### src/rtl/ifetch_req_gen_pkg.sv
// Shared types and helpers for the instruction fetch request generator and its response buffer.
package ifetch_req_gen_pkg;

  localparam int XLEN    = 64;
  localparam int FETCH_W = 64;

  localparam logic [XLEN-1:0] DEFAULT_RESET_VECTOR = 64'h0000_0000_8000_0000;
  localparam logic [XLEN-1:0] FETCH_STRIDE         = XLEN'(FETCH_W / 8);

  typedef struct packed {
    logic [XLEN-1:0]    pc;
    logic [FETCH_W-1:0] data;
  } fetch_word_t;

  // Memory returns the lower address in the low half; downstream wants the first instruction on top.
  function automatic logic [FETCH_W-1:0] half_swap(input logic [FETCH_W-1:0] w);
    return {w[FETCH_W/2-1:0], w[FETCH_W-1:FETCH_W/2]};
  endfunction

  function automatic logic [XLEN-1:0] align_pc(input logic [XLEN-1:0] pc);
    return pc & ~(FETCH_STRIDE - XLEN'(1));
  endfunction

endpackage

### src/rtl/ifetch_resp_buf.sv
// Small FIFO holding fetch words (data + pc) between memory response and downstream consumer.
module ifetch_resp_buf
  import ifetch_req_gen_pkg::*;
#(
  parameter int DEPTH = 2,
  parameter int CW    = $clog2(DEPTH + 1)
) (
  input  logic          clk,
  input  logic          rst,
  input  logic          push,
  input  fetch_word_t   push_word,
  input  logic          pop,
  input  logic          flush,
  output fetch_word_t   head,
  output logic          empty,
  output logic [CW-1:0] count
);

  localparam int            PW   = (DEPTH > 1) ? $clog2(DEPTH) : 1;
  localparam logic [PW-1:0] LAST = PW'(DEPTH - 1);

  fetch_word_t   slots [DEPTH];
  logic [PW-1:0] wr_ptr;
  logic [PW-1:0] rd_ptr;
  logic          do_pop;

  // Explicit wrap so non-power-of-two depths work.
  function automatic logic [PW-1:0] bump(input logic [PW-1:0] p);
    return (p == LAST) ? '0 : p + PW'(1);
  endfunction

  assign empty  = (count == '0);
  assign do_pop = pop && !empty;
  assign head   = slots[rd_ptr];

  // NOTE: sequential state uses non-blocking assignments so every register samples pre-edge values.
  always_ff @(posedge clk) begin
    if (rst || flush) begin
      wr_ptr <= '0;
      rd_ptr <= '0;
      count  <= '0;
    end else begin
      assert (!(push && !do_pop && count == CW'(DEPTH)));
      if (push)   wr_ptr <= bump(wr_ptr);
      if (do_pop) rd_ptr <= bump(rd_ptr);
      if (push && !do_pop)      count <= count + CW'(1);
      else if (!push && do_pop) count <= count - CW'(1);
    end
  end

  // NOTE: storage is not reset; count gates visibility, so stale contents are never observed.
  always_ff @(posedge clk) begin
    if (push && !flush) slots[wr_ptr] <= push_word;
  end

endmodule

### src/rtl/ifetch_req_gen.sv
// Instruction fetch request generator: credit-limited aligned requests, in-order response
// buffering, and redirect handling that discards responses still in flight.
module ifetch_req_gen
  import ifetch_req_gen_pkg::*;
#(
  parameter logic [XLEN-1:0] RESET_VECTOR    = DEFAULT_RESET_VECTOR,
  parameter int              MAX_OUTSTANDING = 2
) (
  input  logic               clk,
  input  logic               rst,
  output logic [XLEN-1:0]    im_req_addr,
  output logic               im_req_valid,
  input  logic               im_req_ready,
  input  logic [FETCH_W-1:0] im_resp_rdata,
  input  logic               im_resp_valid,
  input  logic               if_pc_override,
  input  logic [XLEN-1:0]    if_new_pc,
  output logic [FETCH_W-1:0] f_data,
  output logic [XLEN-1:0]    f_pc,
  output logic               f_valid,
  input  logic               f_ready
);

  localparam int            CW  = $clog2(MAX_OUTSTANDING + 1);
  localparam logic [CW-1:0] ONE = CW'(1);

  logic [XLEN-1:0] req_pc;
  logic [XLEN-1:0] resp_pc;
  logic [CW-1:0]   outstanding;
  logic [CW-1:0]   outstanding_next;
  logic [CW-1:0]   discard;
  logic [CW-1:0]   buf_count;
  logic [CW:0]     credit_used;
  logic            buf_empty;
  logic            req_fire;
  logic            push;
  fetch_word_t     push_word;
  fetch_word_t     head;

  // Counting buffered words as credits guarantees room for every response, so none is ever refused.
  assign credit_used  = {1'b0, outstanding} + {1'b0, buf_count};
  assign im_req_valid = !rst && !if_pc_override && (credit_used < (CW + 1)'(MAX_OUTSTANDING));
  assign im_req_addr  = req_pc;
  assign req_fire     = im_req_valid && im_req_ready;

  assign push           = im_resp_valid && !if_pc_override && (discard == '0);
  assign push_word.pc   = resp_pc;
  assign push_word.data = half_swap(im_resp_rdata);

  assign f_valid = !buf_empty;
  assign f_data  = head.data;
  assign f_pc    = head.pc;

  // NOTE: every output of a combinational block gets a default first, so no latch can be inferred.
  always_comb begin
    outstanding_next = outstanding;
    case ({req_fire, im_resp_valid})
      2'b10:   outstanding_next = outstanding + ONE;
      2'b01:   outstanding_next = outstanding - ONE;
      default: ;
    endcase
  end

  always_ff @(posedge clk) begin
    if (rst) begin
      req_pc      <= RESET_VECTOR;
      resp_pc     <= RESET_VECTOR;
      outstanding <= '0;
      discard     <= '0;
    end else begin
      assert (!(im_resp_valid && outstanding == '0));
      assert (discard <= outstanding);
      outstanding <= outstanding_next;
      if (if_pc_override) begin
        // Everything still in flight after this cycle belongs to the old stream.
        req_pc  <= align_pc(if_new_pc);
        resp_pc <= align_pc(if_new_pc);
        discard <= outstanding_next;
      end else begin
        if (req_fire) req_pc  <= req_pc + FETCH_STRIDE;
        if (push)     resp_pc <= resp_pc + FETCH_STRIDE;
        if (im_resp_valid && discard != '0) discard <= discard - ONE;
      end
    end
  end

  ifetch_resp_buf #(
    .DEPTH (MAX_OUTSTANDING),
    .CW    (CW)
  ) u_resp_buf (
    .clk       (clk),
    .rst       (rst),
    .push      (push),
    .push_word (push_word),
    .pop       (f_valid && f_ready),
    .flush     (if_pc_override),
    .head      (head),
    .empty     (buf_empty),
    .count     (buf_count)
  );

endmodule

### config.mk
export PLATFORM = sky130hd
export DESIGN_NAME = ifetch_req_gen
export DESIGN_NICKNAME = d
export VERILOG_FILES = /design/src/rtl/ifetch_req_gen_pkg.sv /design/src/rtl/ifetch_resp_buf.sv /design/src/rtl/ifetch_req_gen.sv
export SDC_FILE = /design/constraint.sdc
export NUM_CORES = 1
export LEC_CHECK = 0
export ABC_AREA = 1
export BUFFER_PORTS_ARGS = -buffer_cell sky130_fd_sc_hd__buf_4
export CAP_MARGIN = 20
export CORE_ASPECT_RATIO = 0.8
export CORE_MARGIN = 8
export CORE_UTILIZATION = 40
export DETAILED_ROUTE_END_ITERATION = 8
export GPL_ROUTABILITY_DRIVEN = 0
export GPL_TIMING_DRIVEN = 0
export PLACE_DENSITY_LB_ADDON = 0.25
export SETUP_SLACK_MARGIN = 0.02
export SLEW_MARGIN = 20
export SYNTH_ARGS = -nofsm -noshare
export SYNTH_HDL_FRONTEND = slang
export SYNTH_HIERARCHICAL = 1
export SYNTH_SLANG_ARGS = --single-unit
### constraint.sdc
create_clock -name clk -period 18.15 [get_ports clk]
set_input_delay 3.63 -clock clk [delete_from_list [all_inputs] [get_ports clk]]
set_output_delay 3.63 -clock clk [all_outputs]
set_load 0.05 [all_outputs]
Word level (Yosys, flattened, before mapping) --
Memory sizes are Yosys's and may differ from the RTL's. A register that Yosys moved wholly into a read port is not among the register bits. Index checks and enable logic that the tools add are counted.
Word-level totals: output and inout bits 194, bits in writable memories 256, bits in registers 136, memories kept 1, word-level logic and storage cells 63, input port bits 134
Cells by class: eq/ne operators 2, add/sub/neg operators 10, mux-type cells 15, magnitude comparators 1, reduce and logical (&&, ||, !) cells 25
Memory list:
- u_resp_buf.slots | words 2, bits a word 128, read ports 1, clocked after Yosys merged registers in 1, wr ports 1, RTL line ifetch_resp_buf.sv:22 | fetch_word_t slots [DEPTH];
Operators with widths (count):
- 64-bit 2-to-1 mux | 4
- 64-bit by 4-bit adder with 64-bit output (second input constant) | 2
- 1-bit logical AND | 11
- 2-bit nonzero test | 5
- 2-bit 2-to-1 mux | 4
- 1-bit 2-to-1 mux | 6
- 2-bit by 1-bit subtractor with 2-bit output (second input constant) | 3
- 1-bit zero test | 5
- 2-bit by 1-bit adder with 2-bit output (second input constant) | 2
- 2-bit zero test | 2
- 2-bit case mux with 2 select lines | 1
- 2-bit by 2-bit adder with 3-bit output | 1
- 3-bit by 2-bit < comparator with 1-bit output (second input constant) | 1
- 1-bit adder (second input constant) | 2
- 2-bit by 1-bit == test with 1-bit output (second input constant) | 1
- 2-bit == test (second input constant) | 1
- 2-bit OR reduction | 1
- 1-bit logical OR | 1

Longest topological paths before layout --
Gate-level depths: netlist of run 1.
depth after elaboration 7, gate-level depth with buffers 13, gate-level depth less buffers 12

By module --
The synthesis of run 1 kept the hierarchy.
By module, submodules not included:
- ifetch_resp_buf | seq. area each 7787.5 µm², cells each 433, instances 1, area an instance 9544.2 µm²
- ifetch_req_gen | seq. area each 2522.4 µm², cells each 1583, instances 1, area an instance 9171.3 µm²

Worst setup path after synthesis of run 1 --
No wires, ideal clock.
path type input port to flip-flop, from in if_pc_override, to mem u_resp_buf/slots[1][0] in the netlist's numbering, enable pin, path buffers 2, required time 17.376 ns, setup time 0.774 ns, arrival 13.120 ns, cell stages on the path 5, setup slack 4.257 ns, cell sequence buf_2 nor2_2 clkbuf_1 inv_1 nor3_1
Between the ends: longest elaborated chain between the ends 6
Ends and longest elaborated chain:
- start: declaration | RTL line ifetch_req_gen.sv:16 | input logic if_pc_override,
- 1-bit zero test | RTL line ifetch_req_gen.sv:46 | assign push = im_resp_valid && !if_pc_override && (discard == '0);
- 1-bit logical AND (2 in a row) | RTL line ifetch_req_gen.sv:46
- via push | RTL line ifetch_req_gen.sv:36 | logic push;
- 1-bit logical AND | RTL line ifetch_resp_buf.sv:53 | if (push && !flush) slots[wr_ptr] <= push_word;
- 1-bit 2-to-1 mux | RTL line ifetch_resp_buf.sv:53
- 1-bit 2-to-1 mux (not written as such) | RTL line ifetch_resp_buf.sv:53
- end: declaration | RTL line ifetch_resp_buf.sv:22
The timed path passes the listed nets, and every way through them passes these cells.

Worst setup path after layout of run 1 --
from in if_pc_override, to out im_req_valid
Between the ends: longest elaborated chain between the ends 3
Ends and longest elaborated chain:
- 1-bit zero test | RTL line ifetch_req_gen.sv:42 | assign im_req_valid = !rst && !if_pc_override && (credit_used < (CW + 1)'(MAX_OUTSTANDING));
- 1-bit logical AND (2 in a row) | RTL line ifetch_req_gen.sv:42
- end: declaration | RTL line ifetch_req_gen.sv:12 | output logic im_req_valid,
No other way between the ends.

==> flow_summary.ini, run 1 <==
[synthesis]
ys_ff_latch = 387
syn_area_per_cell_sq_um = 9.28
synth-edff-count = 256
synth-compound-area-share_pct = 7.55
synth-xor-area-share_pct = 1.83
async_flop_share_pct = 0
syn_inst = 2016
synth_warnings = 6
yosysSeqAreaShare_pct = 55.1
ys_types = 47
synth.cell_area_sq_um = 18700
synthFlopType = edfxtp_1
synth_fa_ha_area_share_pct = 0.441
synthMuxAreaShare_pct = 7.70
synth_top_family_by_area = simple AND/OR/NAND/NOR gates
synthSimpleGateAreaFrac_pct = 21.2

[global_routing]
grt_start_max_net_pins = 14
antenna_found_initial = 0
grt_pass1_wl_um = 94200
grt_use_total_pct = 22.7
grt_pass1_vias = 15700
gr-total-overflow = 0

[route]
antenna_left = 0
drt_iter0_drc = 1814
wl_per_cell_um = 20.8
drt_first_pass_iters = 5
via_count = 16300
drcViolationCount = 0
wirelength_um = 63800
vias_per_cell = 5.30

[cts]
post_cts_resized = 0
ctsLongestPathBuffers = 3
htree_levels = 2
clkSinkCount = 387
clock_latency_ps = 580
cts_setup_buffers = 0
clk_pin_slew_ps = 60
numCtsBuffers = 41
hold_buffers = 0
cts_tree = built
cts_root_buf = clkbuf_16

[die]
num_io_pins = 328
dieArea_sq_um = 54000
die_h_um = 209
die_x_um = 258
initial_core_util_pct = 40.1
num_rows = 71
core-area_sq_um = 46600

[worst_setup_path]
rr_endpoint = u_resp_buf/slots[0][106]
critPathBufInv = 5
crit_slowest_cell = buf_2
worstPathRequired_ps = 14520
crit_chain = buf_4 > buf_2 > nor2_4 > buf_2 > nand3_1 > inv_1 > buf_4
reg2regPathDepth = 13
crit_cells = 7
crit_type = in2out
crit_fanout = 10
path_delay_family = buffers and inverters
reg2reg_from = discard[0]
regToRegSetupSlack_ps = 13820
cpPeakStageDelay_ps = 330
crit_arrival_ps = 4790
end_kind = primary output
crit_path_start_kind = primary input

[pwr]
pwr-share-comb_pct = 12.5
vdd_drop_max_uv = 72.4
power_density_nw_per_um2 = 88.9
p_sw_mw = 0.577
leakage_nw = 8.85
seqPwrFrac_pct = 48.8
clockPowerShare_pct = 38.8
p_int_mw = 1.51
netSwitchingFraction_pct = 27.6

[sta]
setup_tns_ps = 0
post-route-period-util_pct = 46.4
finClkSkew_ps = 23.2
relSlewSlack_pct = 41.6
tightest_slew_ps = 876
max_freq_ghz = 0.119
period_needed_ps = 8420
final_hold_viol_count = 0
rsz0062_at_grt = false
setup_viol = 0
worst_slack_ps = 9730
drv_slew = 0

[final_layout]
stdcell_count = 3073
synthToLayoutAreaGrowth_pct = 25.4
layout_common_cells = nand2_1, buf_4, edfxtp_1, nor2_1, inv_1
drive_gt1_share_pct = 25.2
finalNetCount = 2558
final_common_cell = nand2_1

[min_path]
holdPathStages = 0
min_from = resp_pc[63]
min_path_type = reg2reg
hold_end = u_resp_buf/slots[0][127]

[placement]
dp_cells = 2995
port_buffers = 321
hpwl_um = 49500
pre_cts_ws_ps = 9730

[run]
cap_violations = 0

[status]
outcome = completed
==> how the worst max path moves through the flow <==
stage	slack, ps	to	from
2_1_floorplan	4260	u_resp_buf/slots[1][0]	if_pc_override
3_3_place_gp	-1590	u_resp_buf/slots[1][99]	if_pc_override
3_5_place_dp	9730	im_req_valid	if_pc_override
4_1_cts	9730	im_req_valid	if_pc_override
5_1_grt	9680	im_req_valid	if_pc_override
6_report	9730	im_req_valid	if_pc_override
==> layout make-up <==
class / count / area [sq um]
inverter: 204 / 766
multi-input combinational: 1371 / 7280
antenna: 2 / 5.00
clock inverter: 21 / 196
sequential: 387 / 10300
fill: 4258 / 23200
clock buffer: 55 / 1080
timing repair buffer: 351 / 2670
buffer: 62 / 395
tap: 620 / 776
==> synthesized netlist by cell type, types with 2 or more instances <==
library cell | instances | share of area [%]
dfxtp_1 | 131 | 14
nand2_2 | 10 | 0.33
buf_4 | 5 | 0.20
inv_1 | 198 | 4.0
o211ai_1 | 7 | 0.28
buf_1 | 3 | 0.060
o21ai_1 | 18 | 0.48
clkbuf_8 | 8 | 0.59
nand3_2 | 3 | 0.16
o22ai_1 | 3 | 0.10
or2_2 | 2 | 0.067
edfxtp_1 | 256 | 41
nor2_2 | 12 | 0.40
nor2_1 | 241 | 4.8
nor4_1 | 3 | 0.10
nand3b_1 | 6 | 0.24
inv_2 | 3 | 0.060
buf_2 | 15 | 0.40
nor2_4 | 9 | 0.54
nand3_1 | 102 | 2.7
nor2_8 | 3 | 0.32
clkbuf_1 | 25 | 0.50
mux2_2 | 128 | 7.7
o21ai_0 | 104 | 2.8
xnor2_1 | 8 | 0.37
a31oi_1 | 26 | 0.87
o22a_1 | 2 | 0.094
nand2_4 | 3 | 0.18
nor3_1 | 9 | 0.24
o21bai_1 | 7 | 0.28
ha_1 | 5 | 0.33
nor3_2 | 2 | 0.11
a21oi_1 | 93 | 2.5
nand2_1 | 486 | 9.7
nand4_1 | 27 | 0.90
and2_1 | 5 | 0.17
buf_6 | 6 | 0.36
xor2_1 | 31 | 1.5
clkinv_1 | 3 | 0.060
==> through the flow <==
stage	total power [mW]	hold slack [ps]	utilization, %	cell area [sq um]
after global placement	1.29	469	47.0	21900
after detailed placement	1.29	483	47.6	22200
after floorplan	1.18	459	-	18700
final	2.09	506	50.3	23500
after CTS	2.10	504	50.3	23500
after global routing	2.16	534	50.3	23500
==> flip-flops by register name, summed over array words and instances (netlist names), named ones only <==
signal,flops
u_resp_buf/slots,256
im_req_addr,61
resp_pc,61
discard,2
outstanding,2
u_resp_buf/count,2
u_resp_buf/rd_ptr,1
u_resp_buf/wr_ptr,1
==> cell families (layout without fill, tap and decap cells) <==
kind of cell	count (synthesis)	count (layout)
mux	128	128
xor+xnor	39	39
other cells	1	11
fa+ha+maj	6	6
simple gates	925	925
flops	387	387
compound gates	264	264
buf+inv	266	693
==> power by group through the flow <==
stage / combinational [mW] / clock [mW] / sequential [mW]
global route: 0.275 / 0.861 / 1.02
CTS: 0.257 / 0.824 / 1.02
detailed placement: 0.256 / 0 / 1.03
global placement: 0.249 / 0 / 1.04
floorplan: 0.127 / 0 / 1.05
finish: 0.260 / 0.808 / 1.02
==> routing by layer <==
| metal | vias up | track usage [%] | share of wire (%) |
|---|---|---|---|
| met4 | 0 | 9.20 | 4.0 |
| met3 | 172 | 5.44 | 12 |
| met1 | 7559 | 30.0 | 40 |
| li1 | 7582 | - | - |
| met5 | - | 0 | 0 |
| met2 | 979 | 35.5 | 45 |
Note: power is estimated with default switching activity, not from simulation.
==> run 2, diff against run 1 <==
ABC_AREA = 0   (was 1)
clock period = 7.8 ns   (was 18.15 ns; I/O delays follow)
==> run 2 against run 1 <==
Wire length decreased by 7.5%. Flip-flop and latch count unchanged. Clock-buffer cell count grew 2. Combinational power up 130%. Final cell count decreased by 23%. Register-to-register slack got worse by 9700 ps. Worst hold slack worse by 28 ps. Critical endpoint is now u_resp_buf/slots[0][23]. Non-clock buffer count fell by 7. Global-route usage decreased by 0.27 points. Worst setup slack lost 6600 ps. Utilization grew 1.2 points. Largest cell class unchanged.
==> flow_summary.ini, run 2 <==
[synthesis]
netlist.area_leader.share_pct = 44.5
syn_inst = 1391
ys_types = 76
syn_area_per_cell_sq_um = 12.4
yosysTopAreaCell = edfxtp_1
synth_warnings = 6
synth.area.top_cells = edfxtp_1, dfxtp_1, mux2_2
synth_commonest_cells = edfxtp_1, dfxtp_1, mux2_2
synthFlopType = edfxtp_1
synth.cell_area_sq_um = 17300
synth-edff-count = 256
yosysSeqAreaShare_pct = 59.6
ys_ff_latch = 387
async_flop_share_pct = 0
synth_most_common_cell = edfxtp_1

[final_layout]
regMostFlops = u_resp_buf/slots
final_common_cell = buf_4
final_core_util_pct = 51.6
seqCellArea_sq_um = 10300
finalNetCount = 1916
design_area_sq_um = 22100
fillers = 3752
synthToLayoutAreaGrowth_pct = 27.9
largest_register_ffs = 256
antenna_cells = 0
layout_common_cells = buf_4, edfxtp_1, mux2_2, dfxtp_1, nand2_1
drive_gt1_share_pct = 32.3
multi_input_area_sq_um = 6570

[worst_setup_path]
worstPathRequired_ps = 8060
rr_endpoint = u_resp_buf/slots[0][23]
end_kind = flip-flop
crit_arrival_ps = 4980
reg2reg_from = discard[0]
crit_path_start_kind = primary input
crit_fanout = 15
regToRegSetupSlack_ps = 4110
reg2regPathDepth = 11
crit_type = in2reg

[route]
wirelength_um = 59000
antenna_left = 0
vias_per_cell = 5.82
drcViolationCount = 0
via_count = 13800
wl_per_cell_um = 24.9
drt_first_pass_iters = 6
drt_iter0_drc = 1470

[sta]
finClkSkew_ps = 13.1
rsz0062_at_grt = false
setup_viol = 0
post-route-period-util_pct = 60.4
relSlewSlack_pct = 18.8
tightest_slew_ps = 1210
max_freq_ghz = 0.212
worst_slack_ps = 3090
whs_ps = 478
period_needed_ps = 4710
final_hold_viol_count = 0
drv_slew = 0

[global_routing]
grt_pass1_wl_um = 86700
grt_use_total_pct = 22.4
antenna_found_initial = 0
gr-total-overflow = 0
grt_pass1_vias = 13200
grt_start_max_net_pins = 44

[die]
initial_core_util_pct = 40.3
num_rows = 68
die_h_um = 202
dieArea_sq_um = 50200
die_x_um = 248
num_io_pins = 328
core-area_sq_um = 42900

[min_path]
min_path_type = reg2reg
holdPathStages = 0
hold_end = u_resp_buf/slots[0][127]
min_from = resp_pc[63]

[cts]
cts_root_buf = clkbuf_16
hold_buffers = 0
clkSinkCount = 387
ctsLongestPathBuffers = 3
cts_tree = built
numCtsBuffers = 41
cts_setup_buffers = 0
htree_levels = 2
clk_pin_slew_ps = 60
post_cts_resized = 0
clock_latency_ps = 560

[status]
outcome = completed

[pwr]
clockPowerShare_pct = 41.4
seqPwrFrac_pct = 46.6
netSwitchingFraction_pct = 26.1
leakage_nw = 7.87
power_density_nw_per_um2 = 230
fin_total_pwr_mw = 5.08
vdd_drop_max_uv = 150
p_int_mw = 3.76
pwr-share-comb_pct = 12.0
p_sw_mw = 1.32

[run]
cap_violations = 0

[placement]
port_buffers = 321
hpwl_um = 44400
pre_cts_ws_ps = 2570
placed_cell_area_sq_um = 20700
==> run 2: changes by cell type after synthesis, moves of 42 or more <==
| cell | delta |
|---|---|
| a21oi_1 | -63 |
| inv_1 | -185 |
| nand2_1 | -396 |
| nand3_1 | -52 |
| nand4_1 | +42 |
| nor2_1 | -170 |
| o21ai_0 | -70 |
==> run 2: final cells by class <==
type                            instances  share of cell area (%)
Timing Repair Buffer                  334                    11.9
Sequential cell                       387                    46.6
Inverter                               15                   0.255
Buffer                                 72                    1.78
Clock buffer                           57                    5.24
Tap cell                              560                    3.17
Multi-Input combinational cell        925                    29.7
Clock inverter                         19                    1.34
==> run 2: worst max-delay path by stage <==
stage	from	end	slack (ps)	depth (start not counted)
floorplan	if_pc_override	u_resp_buf/slots[0][0]	1770	5
global placement	if_pc_override	u_resp_buf/slots[0][19]	-1130	6
detailed placement	if_pc_override	u_resp_buf/slots[0][19]	2570	11
CTS	if_pc_override	u_resp_buf/slots[0][23]	3160	11
global route	if_pc_override	u_resp_buf/slots[0][19]	2980	11
finish	if_pc_override	u_resp_buf/slots[0][23]	3090	11
==> run 2: through the flow <==
step                      setup TNS, ps  instances
after floorplan                       0       1399
after CTS                             0       2369
final                                 0       2369
after detailed placement              0       2293
after global routing                  0       2369
after global placement          -249540       2280
==> run 2: cells by family (layout without fill, tap and decap cells) <==
family	Yosys count	after routing	synth area share (%)
AOI/OAI and AO/OA	224	224	9.15
xor gates and xnor gates	61	61	3.09
adders and majority gates	6	6	0.478
buffers and inverters	87	497	2.61
DFF	387	387	59.6
muxes	141	141	9.12
other	1	9	0.0217
and+or+nand+nor	484	484	15.9
==> run 2: per-layer routing <==
| layer | share of wire, % | track usage, % |
|---|---|---|
| met1 | 43 | 30.2 |
| met2 | 44 | 34.5 |
| met3 | 9.8 | 5.91 |
| met4 | 4.0 | 8.15 |
| met5 | 0 | 0 |
==> run 2: critical path, stage by stage <==
cell and delay (ps):
buf_4 180, buf_6 180, clkbuf_1 290, buf_1 420, nor2_1 470, nor3b_4 790, buf_6 280, buf_6 210
buf_8 200, buf_8 180, buf_8 160
==> run 2: power groups by stage <==
stage / combinational, mW / sequential [mW] / clock, mW
finish: 0.608 / 2.37 / 2.11
global route: 0.635 / 2.38 / 2.22
CTS: 0.604 / 2.36 / 2.14
detailed placement: 0.601 / 2.41 / 0
global placement: 0.583 / 2.41 / 0
floorplan: 0.284 / 2.45 / 0
